File: src/rtl/mod3_pkg.sv
// Shared definitions for the mod-3 check serializer and its receive-side partner.
//   state_t     : serializer frame states
//   CHK_W       : number of appended check bits
//   R0/R1/R2    : remainder encodings (value 3 never occurs)
//   mod3_step   : (2r + b) mod 3, one MSB-first bit step of a running remainder
//   mod3_check  : check bits c = (3 - r) mod 3 that make payload*4 + c divisible by 3
package mod3_pkg;

    typedef enum logic [1:0] {
        IDLE = 2'd0,
        DATA = 2'd1,
        CHK1 = 2'd2,
        CHK0 = 2'd3
    } state_t;

    localparam int CHK_W = 2;

    localparam logic [1:0] R0 = 2'd0;
    localparam logic [1:0] R1 = 2'd1;
    localparam logic [1:0] R2 = 2'd2;

    function automatic logic [1:0] mod3_step(input logic [1:0] r, input logic b);
        logic [1:0] res;
        case (r)
            R0:      res = b ? R1 : R0;
            R1:      res = b ? R0 : R2;
            R2:      res = b ? R2 : R1;
            default: res = R0;
        endcase
        return res;
    endfunction

    // 4 = 1 mod 3, so the check value only has to cancel the payload remainder.
    function automatic logic [CHK_W-1:0] mod3_check(input logic [1:0] r);
        logic [CHK_W-1:0] c;
        case (r)
            R1:      c = 2'b10;
            R2:      c = 2'b01;
            default: c = 2'b00;
        endcase
        return c;
    endfunction

endpackage

File: src/rtl/mod3_accum.sv
// Registered running mod-3 remainder of an MSB-first bit stream.
//   clk, reset : clock, synchronous active-high reset
//   clear      : force remainder to 0 (start of frame)
//   enable     : fold data_bit into the remainder
//   data_bit   : incoming serial bit
//   r          : current remainder (0..2)
module mod3_accum
    import mod3_pkg::*;
(
    input  logic       clk,
    input  logic       reset,
    input  logic       clear,
    input  logic       enable,
    input  logic       data_bit,
    output logic [1:0] r
);

    always_ff @(posedge clk) begin
        if (reset || clear) begin
            r <= R0;
        end else if (enable) begin
            r <= mod3_step(r, data_bit);
        end
    end

endmodule

File: src/rtl/mod3_check_serializer.sv
// Serializes a DATA_W-bit word MSB-first and appends 2 check bits so the whole
// frame value is a multiple of 3.
//   clk, reset          : clock, synchronous active-high reset
//   in_valid/in_ready   : word handshake; in_ready high only in IDLE
//   in_data             : payload word
//   tx_valid/tx_ready   : per-beat handshake
//   tx_bit              : serial bit (payload MSB-first, then check bit 1, check bit 0)
//   tx_check, tx_last   : beat is a check bit / final beat of frame
//   busy                : frame in progress
module mod3_check_serializer
    import mod3_pkg::*;
#(
    parameter int DATA_W = 8
) (
    input  logic              clk,
    input  logic              reset,
    input  logic              in_valid,
    output logic              in_ready,
    input  logic [DATA_W-1:0] in_data,
    input  logic              tx_ready,
    output logic              tx_valid,
    output logic              tx_bit,
    output logic              tx_check,
    output logic              tx_last,
    output logic              busy
);

    localparam int CNT_W = (DATA_W > 1) ? $clog2(DATA_W) : 1;

    state_t            state, state_nx;
    // The current payload bit lives in tx_bit, so only the remaining bits are held here.
    logic [DATA_W-2:0] rest, rest_nx;
    logic [CNT_W-1:0]  cnt, cnt_nx;
    logic              tx_valid_nx, tx_bit_nx, tx_check_nx, tx_last_nx, busy_nx;
    logic              acc_clear, acc_en;
    logic [1:0]        r;
    logic [CHK_W-1:0]  chk_final, chk_held;
    logic              xfer;

    assign xfer      = tx_valid & tx_ready;
    assign in_ready  = (state == IDLE);
    // On the last payload transfer the remainder register has not yet absorbed
    // tx_bit, so fold it in here; afterwards the register holds r_final.
    assign chk_final = mod3_check(mod3_step(r, tx_bit));
    assign chk_held  = mod3_check(r);

    mod3_accum u_accum (
        .clk      (clk),
        .reset    (reset),
        .clear    (acc_clear),
        .enable   (acc_en),
        .data_bit (tx_bit),
        .r        (r)
    );

    always_ff @(posedge clk) begin
        if (reset) begin
            state    <= IDLE;
            rest     <= '0;
            cnt      <= '0;
            tx_valid <= 1'b0;
            tx_bit   <= 1'b0;
            tx_check <= 1'b0;
            tx_last  <= 1'b0;
            busy     <= 1'b0;
        end else begin
            state    <= state_nx;
            rest     <= rest_nx;
            cnt      <= cnt_nx;
            tx_valid <= tx_valid_nx;
            tx_bit   <= tx_bit_nx;
            tx_check <= tx_check_nx;
            tx_last  <= tx_last_nx;
            busy     <= busy_nx;
        end
    end

    always_comb begin
        state_nx    = state;
        rest_nx     = rest;
        cnt_nx      = cnt;
        tx_valid_nx = tx_valid;
        tx_bit_nx   = tx_bit;
        tx_check_nx = tx_check;
        tx_last_nx  = tx_last;
        busy_nx     = busy;
        acc_clear   = 1'b0;
        acc_en      = 1'b0;
        case (state)
            IDLE: begin
                if (in_valid) begin
                    state_nx    = DATA;
                    rest_nx     = in_data[DATA_W-2:0];
                    cnt_nx      = CNT_W'(DATA_W - 1);
                    tx_valid_nx = 1'b1;
                    tx_bit_nx   = in_data[DATA_W-1];
                    tx_check_nx = 1'b0;
                    tx_last_nx  = 1'b0;
                    busy_nx     = 1'b1;
                    acc_clear   = 1'b1;
                end
            end
            DATA: begin
                if (xfer) begin
                    acc_en  = 1'b1;
                    rest_nx = rest << 1;
                    cnt_nx  = cnt - 1'b1;
                    if (cnt == '0) begin
                        state_nx    = CHK1;
                        tx_bit_nx   = chk_final[1];
                        tx_check_nx = 1'b1;
                    end else begin
                        tx_bit_nx = rest[DATA_W-2];
                    end
                end
            end
            CHK1: begin
                if (xfer) begin
                    state_nx   = CHK0;
                    tx_bit_nx  = chk_held[0];
                    tx_last_nx = 1'b1;
                end
            end
            CHK0: begin
                if (xfer) begin
                    state_nx    = IDLE;
                    tx_valid_nx = 1'b0;
                    tx_bit_nx   = 1'b0;
                    tx_check_nx = 1'b0;
                    tx_last_nx  = 1'b0;
                    busy_nx     = 1'b0;
                end
            end
            default: begin
                state_nx = IDLE;
            end
        endcase
    end

endmodule

File: config.mk
export PLATFORM = sky130hd
export DESIGN_NAME = mod3_check_serializer
export DESIGN_NICKNAME = d
export VERILOG_FILES = /design/src/rtl/mod3_pkg.sv /design/src/rtl/mod3_accum.sv /design/src/rtl/mod3_check_serializer.sv
export SDC_FILE = /design/constraint.sdc
export NUM_CORES = 1
export LEC_CHECK = 0
export CORE_MARGIN = 2
export CORE_UTILIZATION = 27
export CTS_BUF_LIST = sky130_fd_sc_hd__clkbuf_4 sky130_fd_sc_hd__clkbuf_8
export DETAILED_ROUTE_END_ITERATION = 10
export PLACE_DENSITY = 0.47
export SETUP_SLACK_MARGIN = 0.05
export SYNTH_ARGS = -nofsm -noshare
export SYNTH_HDL_FRONTEND = slang
export SYNTH_SLANG_ARGS = --single-unit
export TNS_END_PERCENT = 20
File: constraint.sdc
create_clock -name clk -period 2.35 [get_ports clk]
set_input_delay 0.3525 -clock clk [delete_from_list [all_inputs] [get_ports clk]]
set_output_delay 0.3525 -clock clk [all_outputs]
set_load 0.02 [all_outputs]
==> flow_summary.toml <==
[synthesis]
yosysMostFrequentCell = "dfxtp_1"
synthFlopType = "dfxtp_1"
synth_edf_count = 0
async_flop_share_pct = 0
synth_cell_types = 38
ys_ff_latch = 18
yosys_warnings = 0
syn_area_um2 = 1070
synthCells = 115
synth_largest_area_cell = "dfxtp_1"
syn-num-nets = 134
ys_seq_area_share_pct = 33.7
synth_top_cell_area_share_pct = 33.7
netlist_top_cells_area = "dfxtp_1 34%, ha_1 8.2%, a211oi_2 5.9%"
netlist_top_cells_count = "18 x dfxtp_1, 14 x nor2_1, 7 x ha_1, 6 x inv_1, 6 x mux2i_1"
synth.avg_cell_area_um2 = 9.29

[timing]
fmax_mhz = 486
setup_viol = 0
tns_ns = 0
rsz0062_at_grt = "false"
finClkSkew_ns = 0.000915
finalHoldViolations = 0
slew-limit-headroom_pct = 67.9
worst_pin_slew_ns = 0.482
period_needed_ns = 2.06
timing.final.crit_share_pct = 87.6
drv_slew = 0

[detailed_routing]
drtIter0Drc = 39
viasPerCell = 4.88
drc_errors = 0
drt-total-wl_um = 2160
post_drt_wl_per_cell_um = 11.9
drtAntennaViolNets = 0
firstDrtPassIters = 4
vias = 883

[floorplanning]
rows = 22
coreArea_um2 = 3740
start_util_pct = 28.5
pin_count = 18
dieHeight_um = 66.9
die_w_um = 66.9
dieArea_um2 = 4480

[pwr]
powerDensity_nw_per_um2 = 1170
power_switching_share_pct = 40.8
power.internal_mw = 0.924
peakVddDrop_mv = 0.421
p_comb_share_pct = 53.3
power_frac_seq_pct = 30.2
p_switching_mw = 0.637
p_leak_nw = 0.498
pwr-share-clk_pct = 16.5

[worst_setup_path]
cp-end-kind = "output pin"
crit_type = "flop to output pin"
crit_path_cell_trace = "inv_1, ha_1, clkdlybuf4s50_1"
critPathBufInv = 2
cp_data_arrival_time_ns = 1.71
critPathRequiredTime_ns = 2.00
crit_path_max_incr_delay_ns = 0.66
cpMaxStageDelayCell = "clkdlybuf4s50_1"
cp_top_family = "buffers and inverters"
critPathMaxFanout = 7
cp-start-kind = "flop"

[global_routing]
grt_pass1_wl_um = 3810
antenna_found_initial = 0
grt_pass1_vias = 851
gr-total-overflow = 0
grt_max_degree = 16
grt_usage_pct = 11.1

[clock_network]
htreeDepth = 1
postCtsHoldBufs = 0
cts_root_buf = "clkbuf_8"
clk_latency_ns = 0.25
clock_path_buffers = 2
cts.sinks = 18
cts.repair.resized = 0
post_cts_buffers = 0
cts_buffers = 3
cts_tree = "built"
clk_pin_slew_worst_paths_ns = 0.07

[placement]
dpl_cell_area_um2 = 1280
gp_congestion = 0.754
io_buffers = 17
dp_hpwl_um = 1630

[layout]
nets = 153
antenna-diode-count = 0
synthToLayoutAreaGrowth_pct = 25.4
drive_above_1_share_pct = 13.5
stdcell_area_um2 = 1340

[hold_path]
hold_path_class = "flop to flop"

[run]
cap_violations = 0

[outcome]
status = "finished clean"
-- registers in the layout, summed over array words and instances, names as in the netlist --
register	count
rest	7
cnt	3
state	2
u_accum.r	2
busy	1
tx_bit	1
tx_check	1
tx_last	1
-- area by class of cell --
class | count | area, um2
clock buffer | 4 | 55.1
timing repair buffer | 20 | 193
sequential | 18 | 360
inverter | 6 | 22.5
multi-input combinational | 85 | 649
fill | 404 | 2400
tap | 48 | 60.1
-- power by group through the flow --
stage / Sequential [mW] / Combinational (mW) / Clock, mW
floorplan: 0.476 / 0.654 / 0
global placement: 0.474 / 0.832 / 0
detailed placement: 0.478 / 0.833 / 0
CTS: 0.471 / 0.840 / 0.267
global route: 0.484 / 0.931 / 0.287
finish: 0.471 / 0.833 / 0.257
-- tightest hold or removal path, delay by kind of cell, from the launching register on --
kind / cells / cell delay (ns)
AND/OR/NAND/NOR: 1 / 0.06
flip-flops: 1 / 0.31
AO/OA/AOI/OAI: 1 / 0.05
-- per-layer routing --
layer	track usage, %	wire length [um]	up-vias
met4	1.53	15	0
met2	19.0	992	20
met1	13.6	1030	413
met3	4.05	117	2
li1	-	-	448
met5	0	0	-
-- metrics by stage --
| stage | util (%) | hold WS, ns | power [mW] | instances | setup slack [ns] |
|---|---|---|---|---|---|
| detailed placement | 34.3 | 0.464 | 1.31 | 177 | 0.360 |
| global route | 35.8 | 0.504 | 1.70 | 181 | 0.200 |
| floorplan | - | 0.445 | 1.13 | 115 | 0.631 |
| finish | 35.8 | 0.474 | 1.56 | 181 | 0.292 |
| CTS | 35.8 | 0.476 | 1.58 | 181 | 0.278 |
| global placement | 34.3 | 0.467 | 1.31 | 177 | 0.348 |
-- placed cells by master (no fill, tap or decap), types with 2 or more instances in the layout --
cell type / instances
a21o_1: 2
a21oi_1: 5
clkbuf_8: 4
nand2b_1: 4
inv_1: 6
nor2_1: 14
a221oi_1: 2
nand3b_1: 2
buf_4: 3
dfxtp_1: 18
xnor2_1: 2
nor3_1: 3
ha_1: 7
nor2b_1: 4
mux2i_1: 6
a211oi_2: 5
or3_1: 2
o21ai_1: 3
a211oi_1: 4
clkdlybuf4s50_1: 17
nand2_1: 5
-- final timing paths --
path                         start                    to  slack, ns  cells after the start
max          state[0]$_SDFFE_PP0P_              in_ready       0.29                      3
min           rest[0]$_SDFFE_PP0P_  rest[0]$_SDFFE_PP0P_       0.47                      2
max reg2reg  state[1]$_SDFFE_PP0P_   cnt[1]$_SDFFE_PP0P_       0.45                      6
min reg2reg   rest[0]$_SDFFE_PP0P_  rest[0]$_SDFFE_PP0P_       0.47                      2
-- kinds of logic (layout without fill, tap and decap cells) --
logic type / count (synthesis) / count (layout) / synth area share, %
AO/OA/AOI/OAI: 27 / 27 / 21.9
XOR/XNOR: 2 / 2 / 1.64
flip-flops: 18 / 18 / 33.7
buffers and inverters: 12 / 30 / 5.50
adder cells (fa/ha/maj): 7 / 7 / 8.20
AND/OR/NAND/NOR: 43 / 43 / 23.4
multiplexers: 6 / 6 / 5.62
No activity file was read; power rests on OpenSTA's default activity.
